--- src/rtl/cv32e40x_pkg.sv ---
// cv32e40x_pkg: shared record type and channel limit for the event logger
package cv32e40x_pkg;
  localparam int EVENT_LOG_MAX_CH = 16;
  typedef struct packed {
    logic [$clog2(EVENT_LOG_MAX_CH)-1:0] ch;
    logic [31:0]                         pc;
    logic [31:0]                         tstamp;
  } event_log_entry_t;
endpackage

--- src/rtl/cv32e40x_event_log_fifo.sv ---
// cv32e40x_event_log_fifo: circular record buffer with drop-new or overwrite-oldest behaviour when full
module cv32e40x_event_log_fifo
  import cv32e40x_pkg::*;
#(
  parameter int DEPTH     = 8,
  parameter bit OVERWRITE = 1'b0,
  localparam int PW = $clog2(DEPTH),
  localparam int LW = $clog2(DEPTH + 1)
) (
  input  logic             clk_i,
  input  logic             rst_i,
  input  logic             clear_i,
  input  logic             push_i,
  input  event_log_entry_t entry_i,
  input  logic             rd_ready_i,
  output logic             rd_valid_o,
  output event_log_entry_t head_o,
  output logic [LW-1:0]    level_o,
  output logic             full_o,
  output logic             drop_o
);
  event_log_entry_t mem_q [DEPTH];
  logic [PW-1:0] wptr_q, wptr_d, rptr_q, rptr_d;
  logic [LW-1:0] level_q, level_d;
  logic pop, store, ovw;
  assign full_o     = level_q == LW'(DEPTH);
  assign rd_valid_o = level_q != '0;
  assign pop        = rd_valid_o && rd_ready_i;
  assign store      = push_i && (!full_o || pop);
  assign drop_o     = push_i && full_o && !pop;
  // in overwrite mode the slot at wptr is the oldest record when full, so write and advance both pointers
  assign ovw        = drop_o && OVERWRITE;
  assign wptr_d     = wptr_q + PW'(store || ovw);
  assign rptr_d     = rptr_q + PW'(pop || ovw);
  assign level_d    = level_q + LW'(store) - LW'(pop);
  assign head_o     = mem_q[rptr_q];
  assign level_o    = level_q;
  // pointers, occupancy and storage; clear empties the buffer but keeps stale contents
  always_ff @(posedge clk_i or posedge rst_i) begin
    if (rst_i) begin
      wptr_q  <= '0;
      rptr_q  <= '0;
      level_q <= '0;
      for (int i = 0; i < DEPTH; i++) mem_q[i] <= '0;
    end else if (clear_i) begin
      wptr_q  <= '0;
      rptr_q  <= '0;
      level_q <= '0;
    end else begin
      if (store || ovw) mem_q[wptr_q] <= entry_i;
      wptr_q  <= wptr_d;
      rptr_q  <= rptr_d;
      level_q <= level_d;
    end
  end
endmodule

--- src/rtl/cv32e40x_event_log.sv ---
// cv32e40x_event_log: per-channel saturating event counters plus timestamped record buffer; define CV32E40X_EVENT_LOG_DISPLAY_EN for console tracing
module cv32e40x_event_log
  import cv32e40x_pkg::*;
#(
  parameter int NUM_CH    = 4,
  parameter int DEPTH     = 8,
  parameter int CNT_WIDTH = 16,
  parameter bit OVERWRITE = 1'b0,
  localparam int CH_W = NUM_CH > 1 ? $clog2(NUM_CH) : 1,
  localparam int LW   = $clog2(DEPTH + 1)
) (
  input  logic                 clk_i,
  input  logic                 rst_i,
  input  logic                 clear_i,
  input  logic [31:0]          mhartid_i,
  input  logic [NUM_CH-1:0]    evt_valid_i,
  input  logic [31:0]          evt_pc_i [NUM_CH],
  output logic                 rd_valid_o,
  input  logic                 rd_ready_i,
  output logic [CH_W-1:0]      rd_ch_o,
  output logic [31:0]          rd_pc_o,
  output logic [31:0]          rd_time_o,
  output logic [CNT_WIDTH-1:0] cnt_o [NUM_CH],
  output logic [CNT_WIDTH-1:0] drop_cnt_o,
  output logic [LW-1:0]        level_o,
  output logic                 full_o
);
  localparam int SW = CNT_WIDTH + 6;
  logic [31:0] ts_q;
  logic [CNT_WIDTH-1:0] cnt_q [NUM_CH];
  logic [CNT_WIDTH-1:0] cnt_d [NUM_CH];
  logic [CNT_WIDTH-1:0] drop_q, drop_d;
  logic [SW-1:0] drop_sum;
  logic [3:0] sel;
  logic [4:0] nevt, extra;
  logic any, fifo_drop;
  event_log_entry_t entry, head;
  logic unused_hartid;
  assign unused_hartid = ^mhartid_i;
  // lowest asserted channel wins the push slot; count all asserted channels
  always_comb begin
    sel  = '0;
    nevt = '0;
    for (int c = NUM_CH - 1; c >= 0; c--) begin
      sel  = evt_valid_i[c] ? 4'(c) : sel;
      nevt = nevt + 5'(evt_valid_i[c]);
    end
  end
  assign any   = |evt_valid_i;
  assign extra = any ? nevt - 5'd1 : '0;
  assign entry = '{ch: sel, pc: evt_pc_i[sel], tstamp: ts_q};
  cv32e40x_event_log_fifo #(.DEPTH(DEPTH), .OVERWRITE(OVERWRITE)) u_fifo (
    .clk_i     (clk_i),
    .rst_i     (rst_i),
    .clear_i   (clear_i),
    .push_i    (any),
    .entry_i   (entry),
    .rd_ready_i(rd_ready_i),
    .rd_valid_o(rd_valid_o),
    .head_o    (head),
    .level_o   (level_o),
    .full_o    (full_o),
    .drop_o    (fifo_drop)
  );
  assign rd_ch_o   = CH_W'(head.ch);
  assign rd_pc_o   = head.pc;
  assign rd_time_o = head.tstamp;
  assign drop_sum  = SW'(drop_q) + SW'(extra) + SW'(fifo_drop);
  assign drop_d    = clear_i ? '0 : drop_sum > SW'({CNT_WIDTH{1'b1}}) ? '1 : drop_q + CNT_WIDTH'(extra) + CNT_WIDTH'(fifo_drop);
  // saturating per-channel next counts; clear wins over same-cycle events
  always_comb begin
    for (int c = 0; c < NUM_CH; c++)
      cnt_d[c] = clear_i ? '0 : (evt_valid_i[c] && !(&cnt_q[c])) ? cnt_q[c] + 1'b1 : cnt_q[c];
  end
  // timestamp, counters and drop count; timestamp ignores clear
  always_ff @(posedge clk_i or posedge rst_i) begin
    if (rst_i) begin
      ts_q   <= '0;
      drop_q <= '0;
      for (int c = 0; c < NUM_CH; c++) cnt_q[c] <= '0;
    end else begin
      ts_q   <= ts_q + 32'd1;
      drop_q <= drop_d;
      cnt_q  <= cnt_d;
    end
  end
  assign cnt_o      = cnt_q;
  assign drop_cnt_o = drop_q;
`ifdef CV32E40X_EVENT_LOG_DISPLAY_EN
`ifndef FORMAL
  initial $display("cv32e40x_event_log: NUM_CH=%0d DEPTH=%0d CNT_WIDTH=%0d OVERWRITE=%0d", NUM_CH, DEPTH, CNT_WIDTH, OVERWRITE);
  // trace what the coming edge will store or drop
  always @(negedge clk_i) begin
    if (!rst_i && !clear_i && any) begin
      if (!fifo_drop || OVERWRITE)
        $display("%t: event ch %0d (core %0d) at PC 0x%h", $time, sel, mhartid_i[3:0], entry.pc);
      if (fifo_drop)
        $display("%t: warning: buffer full, record dropped (core %0d)", $time, mhartid_i[3:0]);
      for (int c = 0; c < NUM_CH; c++)
        if (evt_valid_i[c] && 4'(c) != sel)
          $display("%t: warning: event ch %0d (core %0d) at PC 0x%h dropped", $time, c, mhartid_i[3:0], evt_pc_i[c]);
    end
  end
`endif
`endif
endmodule

--- config.mk ---
export PLATFORM = sky130hd
export DESIGN_NAME = cv32e40x_event_log
export DESIGN_NICKNAME = d
export VERILOG_FILES = /design/src/rtl/cv32e40x_pkg.sv /design/src/rtl/cv32e40x_event_log_fifo.sv /design/src/rtl/cv32e40x_event_log.sv
export SDC_FILE = /design/constraint.sdc
export NUM_CORES = 1
export LEC_CHECK = 0
export CAP_MARGIN = 20
export CORE_ASPECT_RATIO = 0.6
export CORE_MARGIN = 4
export CORE_UTILIZATION = 45
export DETAILED_ROUTE_END_ITERATION = 8
export PLACE_DENSITY = 0.66
export SYNTH_ARGS = -nofsm -noshare
export SYNTH_HDL_FRONTEND = slang
export SYNTH_SLANG_ARGS = --single-unit
--- constraint.sdc ---
create_clock -name clk_i -period 30.9 [get_ports clk_i]
set_clock_uncertainty 0.05 [all_clocks]
set_input_delay 3.09 -clock clk_i [delete_from_list [all_inputs] [get_ports clk_i]]
set_output_delay 3.09 -clock clk_i [all_outputs]
set_load 0.05 [all_outputs]
==> summary.md, run 1 <==
| Metric | Value |
|---|---|
| Status | `completed` |
| GR Overflow Total | `0` |
| Post-Syn Instances | `2440` |
| PwrDens | `75.8 mW/mm2` |
| EDFF count, synth | `0` |
| Post-Synth Adder-Cell Area | `1.12%` |
| Post-synthesis register bit count | `650` |
| Xor and xnor area share after synthesis | `~2.2%` |
| Synth cell count leaders | `dfrtp_1, nand2_1, mux2_2` |
| Ys async rst share | `100%` |
| Pins over their slew limit | `0` |
| Pre-CTS WS | `between 20 and 25 ns` |
| WHS Path Cells | `2` |
| Slew Limit Headroom | `28.1%` |
| Crit path capture type | `primary output` |
| Core Box Area | `0.0667 mm2` |
| Crit path DAT | `4.49 ns` |
| Pin count of the biggest net entering global routing | `123` |
| Met3 usage | `3.59%` |
| Fin nets | `about 2.8k` |
| Global-route wire length before repair | `120 mm` |
| Clk root buf | `clkbuf_16` |
| NetSw | `0.907 mW` |
| Syn_nets | `2633` |
| Resized Gates After CTS | `0` |
| Count leader, synth | `dfrtp_1` |
| Met2 Use GR | `32.7%` |
| Most used routing layer | `met2` |
| Post-DP HPWL | `47.0 mm` |
| Vias/cell | `5.58` |
| Synth area leader | `dfrtp_1` |
| Largest fanout on the critical path | `62` |
| Largest family of logic cells by synthesized area | `multiplexers` |
| DP Area | `0.0339 mm2` |
| DRT iter0 DRCs | `1315` |
| H-Tree Level Count | `2` |
| CTS tree | `built` |
| Routed WL | `approximately 75 mm` |
| Post-Layout Inst Area | `0.0359 mm2` |
| RSZ-0062 raised after global routing | `no` |
| Area grow syn2layout | `17.7%` |
| Clk sink count | `650` |
| Share of the synthesized area in the top cell type | `53.3%` |
| Hold Crit Class | `reg -> reg` |
| CTS Buf Count | `59` |
| Setup TNS | `0 ns` |
| Die H | `between 200 and 250 um` |
| Critical path launch point type | `flip-flop` |
| FP Rows | `73` |
| Final core occ | `a little over half` |
| I/O pins | `320` |
| Vias in the first global route | `20.9k` |
| Starting Density | `45.8%` |
| Main area contributors after synthesis | `dfrtp_1, mux2_2, mux4_2, o21ai_1, nand2_1` |
| Reg2reg path depth | `12` |
| Final period util | `24.7%` |
| Maximum vdd drop | `0.0773 mV` |
| Clock network power share | `27.7%` |
| Worst Tran Pin Value | `~1.1 ns` |
| Setup Fix Bufs, Post-CTS | `0` |
| Final non-filler cell total | `3580` |
| Flop pwr share | `between 40% and 50%` |
| Ys flop type | `dfrtp_1` |
| Placed cell count | `3470` |
| Mapped Area | `0.0305 mm2` |
| Total number of vias | `20.0k` |
| Gpl congestion | `around 0.8` |
| Leak pwr | `~16 nW` |
| Int Pwr | `1.82 mW` |
| Power, Total | `2.73 mW` |
| Post-CTS Hold Fix Bufs | `0` |
| Die width | `344 um` |
| Die area | `0.0722 mm2` |
| Worst skew pair latency | `0.62 ns` |
| DRC violations left | `0` |
| Routed len/inst | `21.1 um` |
| Post-synthesis compound-gate area fraction | `6.49%` |
| Endpoints failing setup | `0` |
| Worst Setup Slack, final | `23.27 ns` |
| Clock buffer depth | `3` |
| Synth cell types | `64` |
| Multiplexer share of the synthesized area | `25.2%` |
| Seq/Total Area, Yosys | `53.3%` |
| Initial antenna violation count | `2` |
| M1 GR Usage | `a little under a third` |
| Ratio of cells with drive above 1 in the final layout | `22.1%` |
| Ys Warns | `0` |
| Sw frac | `33.3%` |
| Peak Freq | `~130 MHz` |
| Total track usage | `20.9%` |
| CTS clk-pin slew, worst paths | `0.06 ns` |
| Buffers on Ports | `287` |
| Simple-gate share of the synthesized area | `8.35%` |
| Avg Inst Size Synth | `12.5 um2` |
| Minimum hold slack | `between 0.4 and 0.5 ns` |
| Drt first pass iters | `5` |
| Data required, critical path | `27.76 ns` |
| Crit path kind | `reg -> out` |
| Max-cap violations | `0` |
| Logic pwr share | `about 31%` |
| Fin crit period | `7.63 ns` |
| Antenna-violating nets left | `0` |
| Final hold vios | `0` |
==> sequential cells by signal, indices dropped and copies added (netlist names) <==
register and cells:
cnt_o 64, drop_cnt_o 16, ts_q 32, u_fifo.level_o 4
u_fifo.mem_q 528, u_fifo.rptr_q 3, u_fifo.wptr_q 3
==> layout by cell type (no fill, tap or decap), types with 34 or more instances in the layout <==
cell,n
mux2_1,34
mux2i_1,71
o21ai_1,253
mux2_2,285
dfrtp_1,647
nand3_1,46
nand2_1,312
nor2_1,81
mux4_2,132
clkbuf_16,60
xnor2_1,49
o21ai_0,41
clkdlybuf4s50_1,286
==> layout make-up <==
type,count,area (um2)
Clock buffer,90,1780
Clock inverter,16,220
Antenna cell,2,5.00
Fill cell,5564,30700
Sequential cell,650,16300
Tap cell,900,1130
Timing Repair Buffer,315,3120
Multi-Input combinational cell,1582,13300
Inverter,25,101
==> per-layer routing <==
metal  wire length [um]  part of all wire [%]  up-vias
li1                   -                     -     9166
met1              35700                    47    10292
met2              34700                    46      442
met3               3870                   5.1       81
met4               1210                   1.6        0
met5                  0                     0        -
==> power groups by stage <==
stage | registers, mW | clock network (mW) | logic [mW]
after floorplan | 1.11 | 0 | 0.616
after global placement | 1.12 | 0 | 0.830
after detailed placement | 1.14 | 0 | 0.854
after CTS | 1.12 | 0.776 | 0.857
after global routing | 1.14 | 0.810 | 0.915
final | 1.12 | 0.755 | 0.845
==> critical path: stages (launching register included) <==
cell             delay, ns
dfrtp_4               0.63
buf_4                 0.74
buf_4                 0.90
mux4_2                0.43
mux2_2                0.31
clkdlybuf4s50_1       0.82
==> cells by family (layout without fill, tap and decap cells) <==
kind of cell / count (synthesis) / in the layout
flip-flops: 650 / 650
AND/OR/NAND/NOR: 563 / 563
multiplexers: 550 / 550
AO/OA/AOI/OAI: 367 / 367
buffers and inverters: 208 / 446
XOR/XNOR: 77 / 77
adder cells (fa/ha/maj): 25 / 25
other: 0 / 2
==> worst paths after layout <==
kind | startpoint | end | slack, ns
setup / recovery | u_fifo.rptr_q[1] | rd_pc_o[3] | 23.27
hold / removal | u_fifo.mem_q[534] | u_fifo.mem_q[534] | 0.43
setup reg to reg | u_fifo.level_o[2] | drop_cnt_o[13] | 27.18
hold reg to reg | u_fifo.mem_q[534] | u_fifo.mem_q[534] | 0.43
max in group asynchronous | rst_i | ts_q[27] | 25.64
min in group asynchronous | rst_i | u_fifo.mem_q[185] | 2.97
Power figures use the tool's default switching activity.
==> run 2, diff against run 1 <==
clock period = 7.48 ns   (was 30.9 ns; I/O delays follow)
==> run 2 against run 1 <==
Routed wire length down 1.1%. Largest power group unchanged. First-iteration DRC count is 3.7% higher. Critical path depth down 1. Global-route usage decreased by 0.079 points.
==> summary.md, run 2 (same netlist as run 1, synthesis figures left out) <==
| Metric | Value |
|---|---|
| Commonest non-fill, non-tap cells in the layout | `dfrtp_1, nand2_1, clkdlybuf4s50_1, mux2_2, o21ai_1` |
| Post-CTS Hold Fix Bufs | `0 (unchanged)` |
| Clk sink count | `650 (unchanged)` |
| Largest fanout on the critical path | `33 (-47%)` |
| CTS tree | `built` |
| Total number of vias | `20.0k (+0.29%)` |
| Reg2reg path depth | `7 (-5)` |
| Die H | `210 um (unchanged)` |
| DRT iter0 DRCs | `1364 (+3.7%)` |
| PwrDens | `316 mW/mm2 (+320%)` |
| Worst Tran Pin Value | `1.06 ns (-0.0197 ns)` |
| Critical Path Slowest Stage Cell | `dfrtp_4` |
| Ratio of cells with drive above 1 in the final layout | `22.2% (+0.066 points)` |
| Buffers on Ports | `287 (unchanged)` |
| Maximum vdd drop | `0.214 mV (+180%)` |
| Data required, critical path | `6.68 ns (-21.08 ns)` |
| Core Box Area | `0.0667 mm2 (unchanged)` |
| Commonest non-fill, non-tap cell in the layout | `dfrtp_1` |
| Fin crit period | `4.72 ns` |
| CP bufs+invs | `2 (-1)` |
| Die area | `0.0722 mm2 (unchanged)` |
| RSZ-0062 raised after global routing | `no` |
| Hold Crit Class | `in -> reg` |
| DRC violations left | `0 (unchanged)` |
| Global-route wire length before repair | `119 mm (about the same)` |
| Largest delay share family, worst path | `buffers and inverters` |
| Worst Setup Slack, final | `2.76 ns (-20.52 ns)` |
| Worst skew pair latency | `0.59 ns (-0.03 ns)` |
| Initial antenna violation count | `1 (-1)` |
| Crit-path cells | `buf_4 -> mux4_2 -> mux2_2 -> clkdlybuf4s50_1` |
| Pre-CTS WS | `2.29 ns (-21.02 ns)` |
| CTS Buf Count | `66 (+12%)` |
| Pins over their slew limit | `0 (unchanged)` |
| Post-DP HPWL | `46.5 mm (-1.1%)` |
| Max-cap violations | `0 (unchanged)` |
| FP Rows | `73 (unchanged)` |
| Critical Path Max Stage Delay | `0.91 ns (about the same)` |
| Drt first pass iters | `5 (unchanged)` |
| Final non-filler cell total | `3579 (-0.028%)` |
| Number of flip-flops in the largest register | `528 (unchanged)` |
| Hold path endpoint | `u_fifo.rptr_q[1]` |
| Crit path kind | `reg -> out` |
| Post-Layout Inst Area | `0.0361 mm2 (+0.32%)` |
| Vias in the first global route | `21.2k (+1.3%)` |
| Resized Gates After CTS | `0 (unchanged)` |
| Starting Density | `45.8% (unchanged)` |
| Routed WL | `74.7 mm (-1.1%)` |
| Peak Freq | `212 MHz` |
| H-Tree Level Count | `3 (+1)` |
| Fin nets | `2829 (+0.11%)` |
| Final period util | `63.2%` |
| Crit path DAT | `3.93 ns (-0.56 ns)` |
| Antenna-violating nets left | `0 (unchanged)` |
| Clock buffer depth | `3 (unchanged)` |
| Routed len/inst | `20.9 um (-1.0%)` |
| Slew Limit Headroom | `29.4% (+1.3 points)` |
| Area of the multi-input gates | `0.0133 mm2 (+0.13%)` |
| Reg2reg end | `u_fifo.mem_q[303]` |
| WHS Path Cells | `2 (unchanged)` |
| Endpoints failing setup | `0 (unchanged)` |
| GR Overflow Total | `0 (unchanged)` |
| CTS clk-pin slew, worst paths | `0.07 ns (about the same)` |
| Critical path launch point type | `flip-flop` |
| Status | `completed` |
| I/O pins | `320 (unchanged)` |
| Antenna Cells | `0 (-2)` |
| Total track usage | `20.9% (-0.079 points)` |
| Pin count of the biggest net entering global routing | `194 (+58%)` |
| Die width | `344 um (unchanged)` |
| Setup Fix Bufs, Post-CTS | `0 (unchanged)` |
| Leak pwr | `15.9 nW (+0.24%)` |
| Vias/cell | `5.60 (+0.31%)` |
| Final hold vios | `0 (unchanged)` |
| Gpl congestion | `0.821 (+1.1%)` |
| Worst r2r src | `u_fifo.level_o[2]` |
| Fillers | `5530 (-0.61%)` |
| Placed cell count | `3468 (-0.058%)` |
| Largest Register | `u_fifo.mem_q` |
| Hold Startpoint | `clear_i` |
| Reg area | `0.0163 mm2 (unchanged)` |
| Power, Total | `11.4 mW (+320%)` |
| DP Area | `0.0339 mm2 (+0.11%)` |
| Clk root buf | `clkbuf_16` |
| Area grow syn2layout | `18.1%` |
| Crit path capture type | `primary output` |
| Setup slack, reg-to-reg | `3.66 ns (-23.52 ns)` |
## run 2: cell types whose count changed in the layout (fill, tap and decap cells not counted), moves of 3 or more
| cell | before | now |
|---|---|---|
| buf_4 | 26 | 21 |
| buf_12 | 0 | 3 |
| clkbuf_16 | 60 | 71 |
| clkbuf_8 | 17 | 14 |
| bufinv_16 | 5 | 2 |
## run 2: stage by stage
stage               util [%]  hold WS, ns  setup TNS [ns]
floorplan                  -        0.395        -1430.39
global placement        50.9        0.405               0
detailed placement      50.9        0.415               0
CTS                     54.1        0.383               0
global route            54.1        0.400               0
finish                  54.1        0.422               0
## run 2: how the worst max path moves through the flow
stage                     slack [ns]  depth (start not counted)              to             start
after floorplan                -2.20                          1        cnt_o[0]             rst_i
after global placement          2.27                         13  drop_cnt_o[13]    evt_valid_i[0]
after detailed placement        2.29                         13  drop_cnt_o[13]    evt_valid_i[0]
after CTS                       2.61                          4      rd_pc_o[2]  u_fifo.rptr_q[0]
after global routing            2.47                          4      rd_pc_o[2]  u_fifo.rptr_q[0]
final                           2.76                          4      rd_pc_o[2]  u_fifo.rptr_q[0]
## run 2: cell type report
| type | instances | share of cell area [%] |
|---|---|---|
| clock inverters | 14 | 0.361 |
| repair buffers | 311 | 8.56 |
| well taps | 900 | 3.12 |
| inverters | 25 | 0.271 |
| flip-flops and latches | 650 | 45.1 |
| clock buffers | 97 | 5.59 |
| multi-input cells | 1582 | 37.0 |
## run 2: per-layer routing
metal,share of wire (%),GRT usage (%),vias to the layer above
li1,-,-,9171
met1,48,30.9,10357
met2,46,32.5,422
met3,4.5,3.66,88
met4,1.7,4.41,0
met5,0,0,-
## run 2: power breakdown
group | internal (mW) | total, mW | switching [mW] | leakage, nW
sequential | 4.21 | 4.66 | 0.447 | 8.76
combinational | 1.49 | 3.47 | 1.98 | 6.10
clock | 1.93 | 3.27 | 1.34 | 1.06
==> run 3, diff against run 2 <==
PLACE_DENSITY = 0.68   (was 0.66)
clock period = 4.3 ns   (was 7.48 ns; I/O delays follow)
==> run 3 against run 2 <==
Critical path depth unchanged. Setup slack got worse by 2.3 ns. Non-clock buffer count increased by 28. Clock power increased by 69%. Worst hold slack got worse by 0.26 ns.
==> summary.md, run 3 (same netlist as run 1, synthesis figures left out) <==
| Metric | Value |
|---|---|
| Status | `completed` |
| Leak pwr | `16.1 nW (+0.95%)` |
| Commonest non-fill, non-tap cells in the layout | `dfrtp_1, nand2_1, clkdlybuf4s50_1, mux2_2, o21ai_1` |
| Antenna-violating nets left | `0 (unchanged)` |
| Vias in the first global route | `21.5k (+1.1%)` |
| Fin crit period | `approximately 3.8 ns` |
| Die area | `0.0722 mm2 (unchanged)` |
| Total track usage | `20.8% (-0.048 points)` |
| Largest fanout on the critical path | `60 (+82%)` |
| Total number of vias | `20.1k (+0.44%)` |
| Final core occ | `54.5% (+0.45 points)` |
| Sw frac | `33.3% (+0.31 points)` |
| Pins over their slew limit | `0 (unchanged)` |
| Reg2reg end | `u_fifo.mem_q[337]` |
| Initial antenna violation count | `2 (+1)` |
| Critical Path Slowest Stage Cell | `clkdlybuf4s50_1` |
| Gpl congestion | `0.817 (-0.47%)` |
| Fillers | `5461 (-1.2%)` |
| Routed WL | `74.5 mm (-0.22%)` |
| Worst skew pair latency | `0.61 ns (+0.02 ns)` |
| Critical path launch point type | `flip-flop` |
| Setup slack, reg-to-reg | `1.14 ns (-2.52 ns)` |
| Clock network power share | `27.9% (-0.8 points)` |
| Post-CTS Hold Fix Bufs | `0 (unchanged)` |
| Endpoints failing setup | `0 (unchanged)` |
| Die width | `344 um (unchanged)` |
| Global-route wire length before repair | `120 mm (+0.49%)` |
| Die H | `210 um (unchanged)` |
| Maximum vdd drop | `0.402 mV (+88%)` |
| DRC violations left | `0 (unchanged)` |
| Crit path capture type | `primary output` |
| Reg2reg path depth | `8 (+1)` |
| Crit-path cells | `buf_12 -> mux4_2 -> mux2_2 -> clkdlybuf4s50_1` |
| Crit path kind | `reg -> out` |
| Hold Crit Class | `in -> async` |
| Area grow syn2layout | `19.0%` |
| Flop pwr share | `40.7% (-0.2 points)` |
| CTS tree | `built` |
| Starting Density | `45.8% (unchanged)` |
| H-Tree Level Count | `2 (-1)` |
| I/O pins | `320 (unchanged)` |
| Worst Tran Pin Value | `1.09 ns (+0.0333 ns)` |
| Number of flip-flops in the largest register | `528 (unchanged)` |
| Clk sink count | `650 (unchanged)` |
| RSZ-0062 raised after global routing | `no` |
| CTS Buf Count | `61 (-7.6%)` |
| Routed len/inst | `20.7 um (-0.97%)` |
| Core Box Area | `0.0667 mm2 (unchanged)` |
| Vias/cell | `5.58 (-0.31%)` |
| Final hold vios | `0 (unchanged)` |
| Resized Gates After CTS | `0 (unchanged)` |
| DRT iter0 DRCs | `1311 (-3.9%)` |
| Clk root buf | `clkbuf_16` |
| Drt first pass iters | `4 (-1)` |
| NetSw | `6.59 mW (+75%)` |
| Minimum hold slack | `0.164 ns (-0.258 ns)` |
| Pin count of the biggest net entering global routing | `128 (-34%)` |
| Post-DP HPWL | `47.1 mm (+1.3%)` |
| Critical Path Max Stage Delay | `0.73 ns (-0.18 ns)` |
| PwrDens | `544 mW/mm2 (+72%)` |
| Fin nets | `2852 (+0.81%)` |
| Worst r2r src | `u_fifo.level_o[2]` |
| Commonest non-fill, non-tap cell in the layout | `dfrtp_1` |
| Setup Fix Bufs, Post-CTS | `0 (unchanged)` |
| Largest Register | `u_fifo.mem_q` |
| Max-cap violations | `0 (unchanged)` |
| Int Pwr | `13.2 mW (+73%)` |
| Clock buffer depth | `3 (unchanged)` |
| Crit path DAT | `3.36 ns (-0.57 ns)` |
| Slew Limit Headroom | `27.2% (-2.2 points)` |
| Buffers on Ports | `287 (unchanged)` |
| CTS clk-pin slew, worst paths | `0.07 ns (about the same)` |
| FP Rows | `73 (unchanged)` |
| GR Overflow Total | `0 (unchanged)` |
| Data required, critical path | `3.82 ns (-2.86 ns)` |
| Peak Freq | `260 MHz` |
| Logic pwr share | `31.4% (+0.9 points)` |
| Ratio of cells with drive above 1 in the final layout | `23.0% (+0.75 points)` |
| Final period util | `around nine tenths` |
[run 3: area by class of cell]
| cell class | instances | area, um2 | area share, % |
|---|---|---|---|
| Antenna cell | 1 | 2.50 | 0.00688 |
| Multi-Input combinational cell | 1582 | 13300 | 36.6 |
| Timing Repair Buffer | 339 | 3510 | 9.65 |
| Sequential cell | 650 | 16300 | 44.8 |
| Inverter | 25 | 97.6 | 0.268 |
| Clock inverter | 23 | 264 | 0.726 |
| Tap cell | 900 | 1130 | 3.10 |
| Clock buffer | 86 | 1770 | 4.88 |
[run 3: layer usage]
metal | part of all wire (%) | up-vias | global-route usage, %
li1 | - | 9217 | -
met1 | 47 | 10416 | 29.6
met2 | 47 | 397 | 33.5
met3 | 4.9 | 95 | 3.85
met4 | 1.9 | 2 | 4.77
met5 | 0.016 | - | 0
[run 3: worst max-delay path, delay by kind of cell, from the launching register on]
kind | cells | cell delay [ns]
buf+inv | 2 | 1.20
flops | 1 | 0.59
mux | 2 | 0.90
[run 3: power groups by stage]
stage          logic (mW)  registers [mW]  clock network (mW)
2_1_floorplan        4.43            8.00                   0
3_3_place_gp         6.12            8.03                   0
3_5_place_dp         6.29            8.16                   0
4_1_cts              6.31            8.05                5.66
5_1_grt              6.75            8.19                5.90
6_report             6.21            8.05                5.53
[run 3: worst max-delay path by stage]
| stage | from | endpoint | cells past startpoint |
|---|---|---|---|
| final | u_fifo.rptr_q[0] | rd_pc_o[4] | 4 |
| after global routing | u_fifo.rptr_q[0] | rd_pc_o[4] | 4 |
| after CTS | u_fifo.rptr_q[0] | rd_pc_o[31] | 4 |
| after detailed placement | evt_valid_i[2] | drop_cnt_o[5] | 12 |
| after global placement | evt_valid_i[2] | drop_cnt_o[13] | 13 |
| after floorplan | rst_i | cnt_o[0] | 1 |
[run 3: metrics by stage]
stage | area (um2) | total power, mW | instances | setup slack [ns] | TNS [ns]
2_1_floorplan | 30500 | 12.4 | 2440 | -5.06 | -3290.69
3_3_place_gp | 34300 | 14.1 | 3496 | 0.334 | 0
3_5_place_dp | 34300 | 14.4 | 3496 | 0.275 | 0
4_1_cts | 36400 | 20.0 | 3605 | 0.360 | 0
5_1_grt | 36400 | 20.8 | 3606 | 0.266 | 0
6_report | 36400 | 19.8 | 3606 | 0.460 | 0
